[src/rtl/reg_port_master_if.sv]
// reg_port_master_if
//   Bundles every handshake and register-file signal of reg_port_master so
//   the initiator and its environment connect through one port.
//   Modports:
//     master - the reg_port_master side (drives read/write addresses,
//              operands toward execute, ins_ready and res_ready)
//     slave  - the environment side (decoder, register file, execute unit)
//   Signal groups:
//     ins_*     decoded instruction handshake (valid/ready, rs1/rs2/rd/rd_en)
//     readAdd*  register file read addresses, rf_out* read data
//     ex_*      operand issue handshake toward execute
//     res_*     in-order result handshake from execute
//     writeAdd/writeVal/wr  register file write port
//     pending_cnt  number of outstanding writebacks (0..DEPTH)
interface reg_port_master_if #(
  parameter int DATA_W = 32,
  parameter int ADDR_W = 3,
  parameter int DEPTH  = 4
);
  localparam int CNT_W = $clog2(DEPTH) + 1;

  logic              ins_valid;
  logic              ins_ready;
  logic [ADDR_W-1:0] ins_rs1;
  logic [ADDR_W-1:0] ins_rs2;
  logic [ADDR_W-1:0] ins_rd;
  logic              ins_rd_en;

  logic [ADDR_W-1:0] readAdd1;
  logic [ADDR_W-1:0] readAdd2;
  logic [DATA_W-1:0] rf_out1;
  logic [DATA_W-1:0] rf_out2;

  logic              ex_valid;
  logic              ex_ready;
  logic [DATA_W-1:0] ex_op_a;
  logic [DATA_W-1:0] ex_op_b;
  logic              ex_wb;

  logic              res_valid;
  logic              res_ready;
  logic [DATA_W-1:0] res_val;

  logic [ADDR_W-1:0] writeAdd;
  logic [DATA_W-1:0] writeVal;
  logic              wr;

  logic [CNT_W-1:0]  pending_cnt;

  modport master (
    input  ins_valid, ins_rs1, ins_rs2, ins_rd, ins_rd_en,
    output ins_ready,
    output readAdd1, readAdd2,
    input  rf_out1, rf_out2,
    output ex_valid, ex_op_a, ex_op_b, ex_wb,
    input  ex_ready,
    input  res_valid, res_val,
    output res_ready,
    output writeAdd, writeVal, wr,
    output pending_cnt
  );

  modport slave (
    output ins_valid, ins_rs1, ins_rs2, ins_rd, ins_rd_en,
    input  ins_ready,
    input  readAdd1, readAdd2,
    output rf_out1, rf_out2,
    input  ex_valid, ex_op_a, ex_op_b, ex_wb,
    output ex_ready,
    output res_valid, res_val,
    input  res_ready,
    input  writeAdd, writeVal, wr,
    input  pending_cnt
  );
endinterface

[src/rtl/reg_port_master.sv]
// reg_port_master
//   Initiator side of the register-file read/write ports. Decoded
//   instructions drive the read addresses combinationally; the read data is
//   captured into a one-entry issue register toward execute. Results return
//   in issue order and are written back to the destination popped from a
//   FIFO of pending rd addresses. A per-register busy scoreboard stalls
//   issue on RAW/WAW hazards; there is no forwarding.
//   Ports:
//     clk    rising-edge clock
//     reset  asynchronous, active-high reset
//     bus    reg_port_master_if.master (instruction, register file,
//            execute and result handshakes, pending_cnt)
module reg_port_master #(
  parameter int DATA_W = 32,
  parameter int ADDR_W = 3,
  parameter int NREG   = 8,
  parameter int DEPTH  = 4
) (
  input  logic                  clk,
  input  logic                  reset,
  reg_port_master_if.master     bus
);

  localparam int PTR_W = $clog2(DEPTH);
  localparam int CNT_W = PTR_W + 1;

  // Scoreboard and pending-destination FIFO
  logic [NREG-1:0]   busy_q;
  logic [NREG-1:0]   busy_d;
  logic [ADDR_W-1:0] fifo_q [DEPTH];
  logic [PTR_W-1:0]  wptr_q;
  logic [PTR_W-1:0]  rptr_q;
  logic [CNT_W-1:0]  cnt_q;
  logic [CNT_W-1:0]  cnt_d;

  // Issue register
  logic                     ex_valid_q;
  logic                     ex_valid_d;
  logic signed [DATA_W-1:0] ex_op_a_q;
  logic signed [DATA_W-1:0] ex_op_b_q;
  logic                     ex_wb_q;

  logic              fifo_empty;
  logic              fifo_full;
  logic              hazard;
  logic              stage_free;
  logic              ins_ready;
  logic              accept;
  logic              push;
  logic              pop;
  logic [ADDR_W-1:0] head;

  assign fifo_empty = (cnt_q == '0);
  assign fifo_full  = (cnt_q == CNT_W'(DEPTH));
  assign head       = fifo_q[rptr_q];

  // Only registered busy bits are consulted: a register written back this
  // cycle still reads as busy, so its readers wait one more cycle.
  assign hazard = busy_q[bus.ins_rs1] | busy_q[bus.ins_rs2] |
                  (bus.ins_rd_en & busy_q[bus.ins_rd]);

  assign stage_free = !ex_valid_q | bus.ex_ready;

  // Full FIFO blocks only writing instructions; ins_valid never feeds back.
  assign ins_ready = stage_free & !hazard & !(bus.ins_rd_en & fifo_full);
  assign accept    = bus.ins_valid & ins_ready;
  assign push      = accept & bus.ins_rd_en;
  assign pop       = bus.res_valid & !fifo_empty;

  // Set requires busy=0 and clear requires busy=1, so the two updates never
  // target the same bit in one cycle and their order here is irrelevant.
  always_comb begin
    busy_d = busy_q;
    if (pop)  busy_d[head]       = 1'b0;
    if (push) busy_d[bus.ins_rd] = 1'b1;
  end

  always_comb begin
    cnt_d = cnt_q;
    case ({push, pop})
      2'b10:   cnt_d = cnt_q + CNT_W'(1);
      2'b01:   cnt_d = cnt_q - CNT_W'(1);
      default: cnt_d = cnt_q;
    endcase
  end

  // A transfer with no new accept empties the stage; otherwise it holds.
  always_comb begin
    ex_valid_d = ex_valid_q;
    if (accept)              ex_valid_d = 1'b1;
    else if (bus.ex_ready)   ex_valid_d = 1'b0;
  end

  // ---- stage p0 -> p1: instruction accept / issue register ----
  always_ff @(posedge clk or posedge reset) begin
    if (reset) begin
      ex_valid_q <= 1'b0;
      ex_op_a_q  <= '0;
      ex_op_b_q  <= '0;
      ex_wb_q    <= 1'b0;
      busy_q     <= '0;
      wptr_q     <= '0;
      rptr_q     <= '0;
      cnt_q      <= '0;
    end else begin
      ex_valid_q <= ex_valid_d;
      if (accept) begin
        ex_op_a_q <= bus.rf_out1;
        ex_op_b_q <= bus.rf_out2;
        ex_wb_q   <= bus.ins_rd_en;
      end
      busy_q <= busy_d;
      cnt_q  <= cnt_d;
      if (push) wptr_q <= wptr_q + PTR_W'(1);
      if (pop)  rptr_q <= rptr_q + PTR_W'(1);
    end
  end

  // FIFO storage is qualified by the pointers/count, so it needs no reset.
  always_ff @(posedge clk) begin
    if (push) fifo_q[wptr_q] <= bus.ins_rd;
  end

  assign bus.ins_ready   = ins_ready;
  assign bus.readAdd1    = bus.ins_rs1;
  assign bus.readAdd2    = bus.ins_rs2;
  assign bus.ex_valid    = ex_valid_q;
  assign bus.ex_op_a     = ex_op_a_q;
  assign bus.ex_op_b     = ex_op_b_q;
  assign bus.ex_wb       = ex_wb_q;
  assign bus.res_ready   = !fifo_empty;
  assign bus.wr          = pop;
  assign bus.writeAdd    = fifo_empty ? '0 : head;
  assign bus.writeVal    = bus.res_val;
  assign bus.pending_cnt = cnt_q;

endmodule

[src/flat_wrapper.sv]
// flat-port wrapper written by rule: the top's interface ports become plain ports
module reg_port_master_flat 
#(
  parameter int DATA_W = 32,
  parameter int ADDR_W = 3,
  parameter int NREG   = 8,
  parameter int DEPTH  = 4
)
  (clk, reset, bus_ins_valid, bus_ins_rs1, bus_ins_rs2, bus_ins_rd, bus_ins_rd_en, bus_ins_ready, bus_readAdd1, bus_readAdd2, bus_rf_out1, bus_rf_out2, bus_ex_valid, bus_ex_op_a, bus_ex_op_b, bus_ex_wb, bus_ex_ready, bus_res_valid, bus_res_val, bus_res_ready, bus_writeAdd, bus_writeVal, bus_wr, bus_pending_cnt);
  reg_port_master_if #(.DATA_W(DATA_W), .ADDR_W(ADDR_W), .DEPTH(DEPTH)) bus_i ();
  input  logic clk;
  input  logic reset;
  input wire logic [$bits(bus_i.ins_valid)-1:0] bus_ins_valid;
  input wire logic [$bits(bus_i.ins_rs1)-1:0] bus_ins_rs1;
  input wire logic [$bits(bus_i.ins_rs2)-1:0] bus_ins_rs2;
  input wire logic [$bits(bus_i.ins_rd)-1:0] bus_ins_rd;
  input wire logic [$bits(bus_i.ins_rd_en)-1:0] bus_ins_rd_en;
  output wire logic [$bits(bus_i.ins_ready)-1:0] bus_ins_ready;
  output wire logic [$bits(bus_i.readAdd1)-1:0] bus_readAdd1;
  output wire logic [$bits(bus_i.readAdd2)-1:0] bus_readAdd2;
  input wire logic [$bits(bus_i.rf_out1)-1:0] bus_rf_out1;
  input wire logic [$bits(bus_i.rf_out2)-1:0] bus_rf_out2;
  output wire logic [$bits(bus_i.ex_valid)-1:0] bus_ex_valid;
  output wire logic [$bits(bus_i.ex_op_a)-1:0] bus_ex_op_a;
  output wire logic [$bits(bus_i.ex_op_b)-1:0] bus_ex_op_b;
  output wire logic [$bits(bus_i.ex_wb)-1:0] bus_ex_wb;
  input wire logic [$bits(bus_i.ex_ready)-1:0] bus_ex_ready;
  input wire logic [$bits(bus_i.res_valid)-1:0] bus_res_valid;
  input wire logic [$bits(bus_i.res_val)-1:0] bus_res_val;
  output wire logic [$bits(bus_i.res_ready)-1:0] bus_res_ready;
  output wire logic [$bits(bus_i.writeAdd)-1:0] bus_writeAdd;
  output wire logic [$bits(bus_i.writeVal)-1:0] bus_writeVal;
  output wire logic [$bits(bus_i.wr)-1:0] bus_wr;
  output wire logic [$bits(bus_i.pending_cnt)-1:0] bus_pending_cnt;
  assign bus_i.ins_valid = bus_ins_valid;
  assign bus_i.ins_rs1 = bus_ins_rs1;
  assign bus_i.ins_rs2 = bus_ins_rs2;
  assign bus_i.ins_rd = bus_ins_rd;
  assign bus_i.ins_rd_en = bus_ins_rd_en;
  assign bus_ins_ready = bus_i.ins_ready;
  assign bus_readAdd1 = bus_i.readAdd1;
  assign bus_readAdd2 = bus_i.readAdd2;
  assign bus_i.rf_out1 = bus_rf_out1;
  assign bus_i.rf_out2 = bus_rf_out2;
  assign bus_ex_valid = bus_i.ex_valid;
  assign bus_ex_op_a = bus_i.ex_op_a;
  assign bus_ex_op_b = bus_i.ex_op_b;
  assign bus_ex_wb = bus_i.ex_wb;
  assign bus_i.ex_ready = bus_ex_ready;
  assign bus_i.res_valid = bus_res_valid;
  assign bus_i.res_val = bus_res_val;
  assign bus_res_ready = bus_i.res_ready;
  assign bus_writeAdd = bus_i.writeAdd;
  assign bus_writeVal = bus_i.writeVal;
  assign bus_wr = bus_i.wr;
  assign bus_pending_cnt = bus_i.pending_cnt;
  reg_port_master #(.DATA_W(DATA_W), .ADDR_W(ADDR_W), .NREG(NREG), .DEPTH(DEPTH)) u_core (.clk(clk), .reset(reset), .bus(bus_i));
endmodule
[config.mk]
export PLATFORM = sky130hd
export DESIGN_NAME = reg_port_master_flat
export DESIGN_NICKNAME = d
export VERILOG_FILES = /design/src/rtl/reg_port_master_if.sv /design/src/rtl/reg_port_master.sv /design/src/flat_wrapper.sv
export SDC_FILE = /design/constraint.sdc
export NUM_CORES = 1
export LEC_CHECK = 0
export CAP_MARGIN = 40
export CORE_MARGIN = 8
export CORE_UTILIZATION = 36
export CTS_CLUSTER_SIZE = 30
export DETAILED_ROUTE_END_ITERATION = 10
export GPL_TIMING_DRIVEN = 0
export PLACE_DENSITY_LB_ADDON = 0.1
export SYNTH_ARGS = -nofsm -noshare
export SYNTH_HDL_FRONTEND = slang
export SYNTH_SLANG_ARGS = --single-unit
[constraint.sdc]
create_clock -name clk -period 2.5 [get_ports clk]
set_input_delay 0.375 -clock clk [delete_from_list [all_inputs] [get_ports clk]]
set_output_delay 0.375 -clock clk [all_outputs]
set_load 0.02 [all_outputs]
==> results by stage <==
Status:
- The run finished with clean final reports.

STA:
- Based on the critical path, the design can be clocked at up to 0.413 GHz.
- The number of pins exceeding their max-slew limit in the final report is 0.
- Setup violations remaining at the end of the flow were counted as 0.
- The actual slew at the worst max-slew pin is 405 ps.
- The setup TNS is 0 ps.
- Headroom to the max-slew limit came out at 73.0%.
- Counting I/O delays and the setup requirement, the final critical path takes ~2400 ps.
- The final-report hold violation count is 0.
- Setup repair after global routing could not meet its margin everywhere.
- The share of the clock period used by the worst path after layout is 96.9%.
- Across the routed clock network, the largest skew measured is 6.36 ps.

Setup path:
- The worst register-to-register path ends at u_core.bus.pending_cnt[1].
- Data on the critical path arrives at its endpoint at between 2000 and 3000 ps.
- The required arrival time at the worst endpoint is 2760 ps.
- The kind of end point of the critical path is a flip-flop.
- Measured in cells, the most critical reg-to-reg path has a length of 10.
- The setup path with the least slack is of type reg -> reg.
- The launching element type of the critical path is a flip-flop.
- The critical path ends at u_core.bus.pending_cnt[1].
- Tracing the worst setup path back leads to its startpoint at u_core.busy_q[0].
- In this run the worst path has a maximum fanout of 4.
- The worst register-to-register path has a setup slack of 80 ps.
- The start of the worst register-to-register path is u_core.busy_q[0].

Cells and area:
- The proportion of layout cells with a drive suffix above 1 is a little under a third.
- The antenna diode count is 0.
- The most common cell after layout, fill and taps aside is clkdlybuf4s50_1.
- The final design utilization is 59.0%.
- The layout has between 900 and 1k filler cells.
- The post-layout instance count excluding filler cells is 656.
- The relative area change from synthesis to final layout is 60.0%.
- Registers take 2390 um^2.
- The final layout contains 625 nets.
- The library cells used most frequently in the layout, excluding fill and tap cells, are 179 x clkdlybuf4s50_1, 80 x dfrtp_1, 72 x mux2_2.
- In the final layout, the multi-input gates occupy 1480 um^2.

Placed design:
- Once placement completed, the tool counted placed cells totaling 636.
- Summed over all nets, the half-perimeter wirelength after detailed placement is 9080 um.
- The count of buffers added on input and output ports is around 190.
- The last weighted congestion value of the routability-driven placer is 0.830.

GRT:
- The initial antenna violation count was 0.
- Entering global routing, the biggest net connects 53 pins.
- The first global-routing pass estimated 19200 um of wire.
- The overall fraction of global-route tracks in use is 15.4%.
- The via count of the first global-routing pass is about 3.5k.
- The final global-route overflow total is 0.

Power and ir drop:
- Dividing total power by cell area gives a power density of 1220 nW/um^2.
- The leakage component of the power is 2.86 nW.
- Overall power consumption after layout is estimated at 8.23 mW.
- IR analysis of the VDD net gives a maximum drop of 703 uV.

Synth:
- The number of nets handed over by synthesis was 418.
- The share of the Yosys chip area taken by registers is 56.4%.
- The most used flip-flop cell after synthesis is dfrtp_1.
- The number of different library cells in the post-synthesis netlist is 36.
- The number of enable flip-flop cells after synthesis is 12.
- Synthesis handed over a netlist of 301 instances.
- The mean post-synth cell area is 14.1 um^2.
- Synthesis inferred 93 register bits.
- The share of synthesized registers carrying an async set or reset is between 80% and 90%.
- The mapped cell area is 4230 um^2.
- During synthesis, Yosys emitted a total of 0 warnings.

Floorplan:
- From left edge to right edge, the die measures around 120 um.
- The number of standard-cell rows in the floorplan is 39.
- The initial standard-cell utilization of the core is 36.9%.
- The die extent in y is 124 um.
- During I/O placement, the number of pins put on the boundary was around 220.
- The area of the placeable core is 11500 um^2.
- The die area is around 15000 um^2.

Detailed routing:
- After detailed routing, the number of vias per cell comes to 4.71.
- The via total after detailed routing is 3093.
- The overall routed net length is 11600 um.
- The mean routed wirelength per cell is 17.7 um.
- The total iterations of the first detailed-routing run is 4.
- The post-route DRC violation count is 0.
- Once detail routing completed, the nets flagged for antenna violations numbered 0.
- The detailed router finished its first iteration with 98 violations.

Clock tree:
- The root buffer cell chosen for the clock tree is clkbuf_16.
- The maximum buffer depth of the clock tree is 2.
- The number of clock buffers inserted by TritonCTS is 9.
- The number of sinks driven by the clock tree is 93.
- The clock insertion delay at the later pin of the skew report is 340 ps.
- Clock-pin slew was measured on the worst setup and hold paths at 70 ps.
- The H-tree was split into 3 levels.
- The CTS tree is done.

Hold path:
- In this run the worst hold path is classified as in -> reg.

Job:
- Across the run, the number of max-cap violations was 0.
==> registers in the layout, indices dropped and copies added, names as in the netlist <==
register	flops
u_core.bus.ex_valid	1
u_core.bus.ex_op_a	32
u_core.bus.ex_op_b	32
u_core.fifo_q	12
u_core.wptr_q	2
u_core.bus.ex_wb	1
u_core.rptr_q	2
u_core.bus.pending_cnt	3
u_core.busy_q	8
==> layout make-up <==
type / instances / area share [%]
timing repair buffer: 197 / 29.1
clock inverter: 3 / 0.628
sequential: 93 / 35.3
multi-input combinational: 147 / 21.9
inverter: 11 / 0.647
tap: 143 / 2.64
buffer: 49 / 5.84
clock buffer: 13 / 4.01
==> worst max-delay path, cell delays in order, from the launching register on <==
cell,delay [ps]
dfrtp_1,430
mux2_2,280
a222oi_1,260
nand4_1,130
buf_4,170
nor3_4,180
inv_1,80
ha_2,180
inv_1,80
fa_2,430
mux2i_1,140
==> logic make-up after synthesis <==
kind of cell / Yosys count / share of synthesized area (%)
and+or+nand+nor: 36 / 4.73
xor gates and xnor gates: 6 / 1.24
DFF: 93 / 56.4
buffers and inverters: 61 / 9.40
AOI/OAI and AO/OA: 21 / 4.20
adders and majority gates: 6 / 1.95
muxes: 78 / 22.1
==> routing by layer <==
metal / vias to the layer above / global-route usage, % / part of all wire (%)
met5: - / 0 / 0
met4: 0 / 5.17 / 1.2
met3: 11 / 9.91 / 14
met2: 169 / 23.9 / 46
met1: 1479 / 16.7 / 39
li1: 1434 / - / -
==> synth_stat cells (all sizes together), types with 2 or more instances <==
cell | count | area [um^2]
dfrtp | 81 | 2030
mux2 | 72 | 811
buf | 48 | 349
edfxtp | 12 | 360
inv | 11 | 41.3
and2 | 9 | 56.3
nand2 | 6 | 22.5
ha | 5 | 62.6
mux4 | 5 | 113
nor2b | 5 | 31.3
a32o | 4 | 40.0
a41o | 4 | 40.0
nor2 | 4 | 15.0
o21a | 4 | 30.0
nand2b | 3 | 18.8
or3 | 3 | 18.8
xnor2 | 3 | 26.3
xor2 | 3 | 26.3
a22oi | 2 | 15.0
clkbuf | 2 | 7.51
nand3 | 2 | 10.0
==> worst min-delay path by stage <==
stage / from / to / cells after the start
2_1_floorplan: bus_ins_rd[0] / u_core.fifo_q[0][0] / 0
5_1_grt: bus_ins_rd[1] / u_core.fifo_q[0][1] / 1
4_1_cts: reset / u_core.bus.ex_op_b[24] / 2
3_3_place_gp: u_core.bus.ex_op_b[5] / u_core.bus.ex_op_b[5] / 1
3_5_place_dp: u_core.bus.ex_op_a[17] / u_core.bus.ex_op_a[17] / 1
6_report: bus_ins_rd[1] / u_core.fifo_q[0][1] / 1
==> where the power goes <==
group          switching [mW]  leakage, nW  internal, mW
logic                    1.93         1.64          2.26
registers               0.407         1.07          2.22
clock network           0.555        0.151         0.862
==> through the flow <==
stage | cell area, um^2 | hold slack [ps] | setup slack, ps
2_1_floorplan | 4240 | 474 | 3.97
3_3_place_gp | 6330 | 489 | -1420
3_5_place_dp | 6360 | 495 | -991
4_1_cts | 6740 | 388 | 4.68
5_1_grt | 6770 | 294 | -51.5
6_report | 6770 | 295 | 77.1
==> what timing repair did <==
action                     4_1_cts  5_1_grt
hold endpoints to repair         0        0
pin swaps                        5        3
hold buffers                     0        0
resized for setup               29        9
setup endpoints to repair       95       65
setup buffers                    4        1
Power figures use the tool's default switching activity.
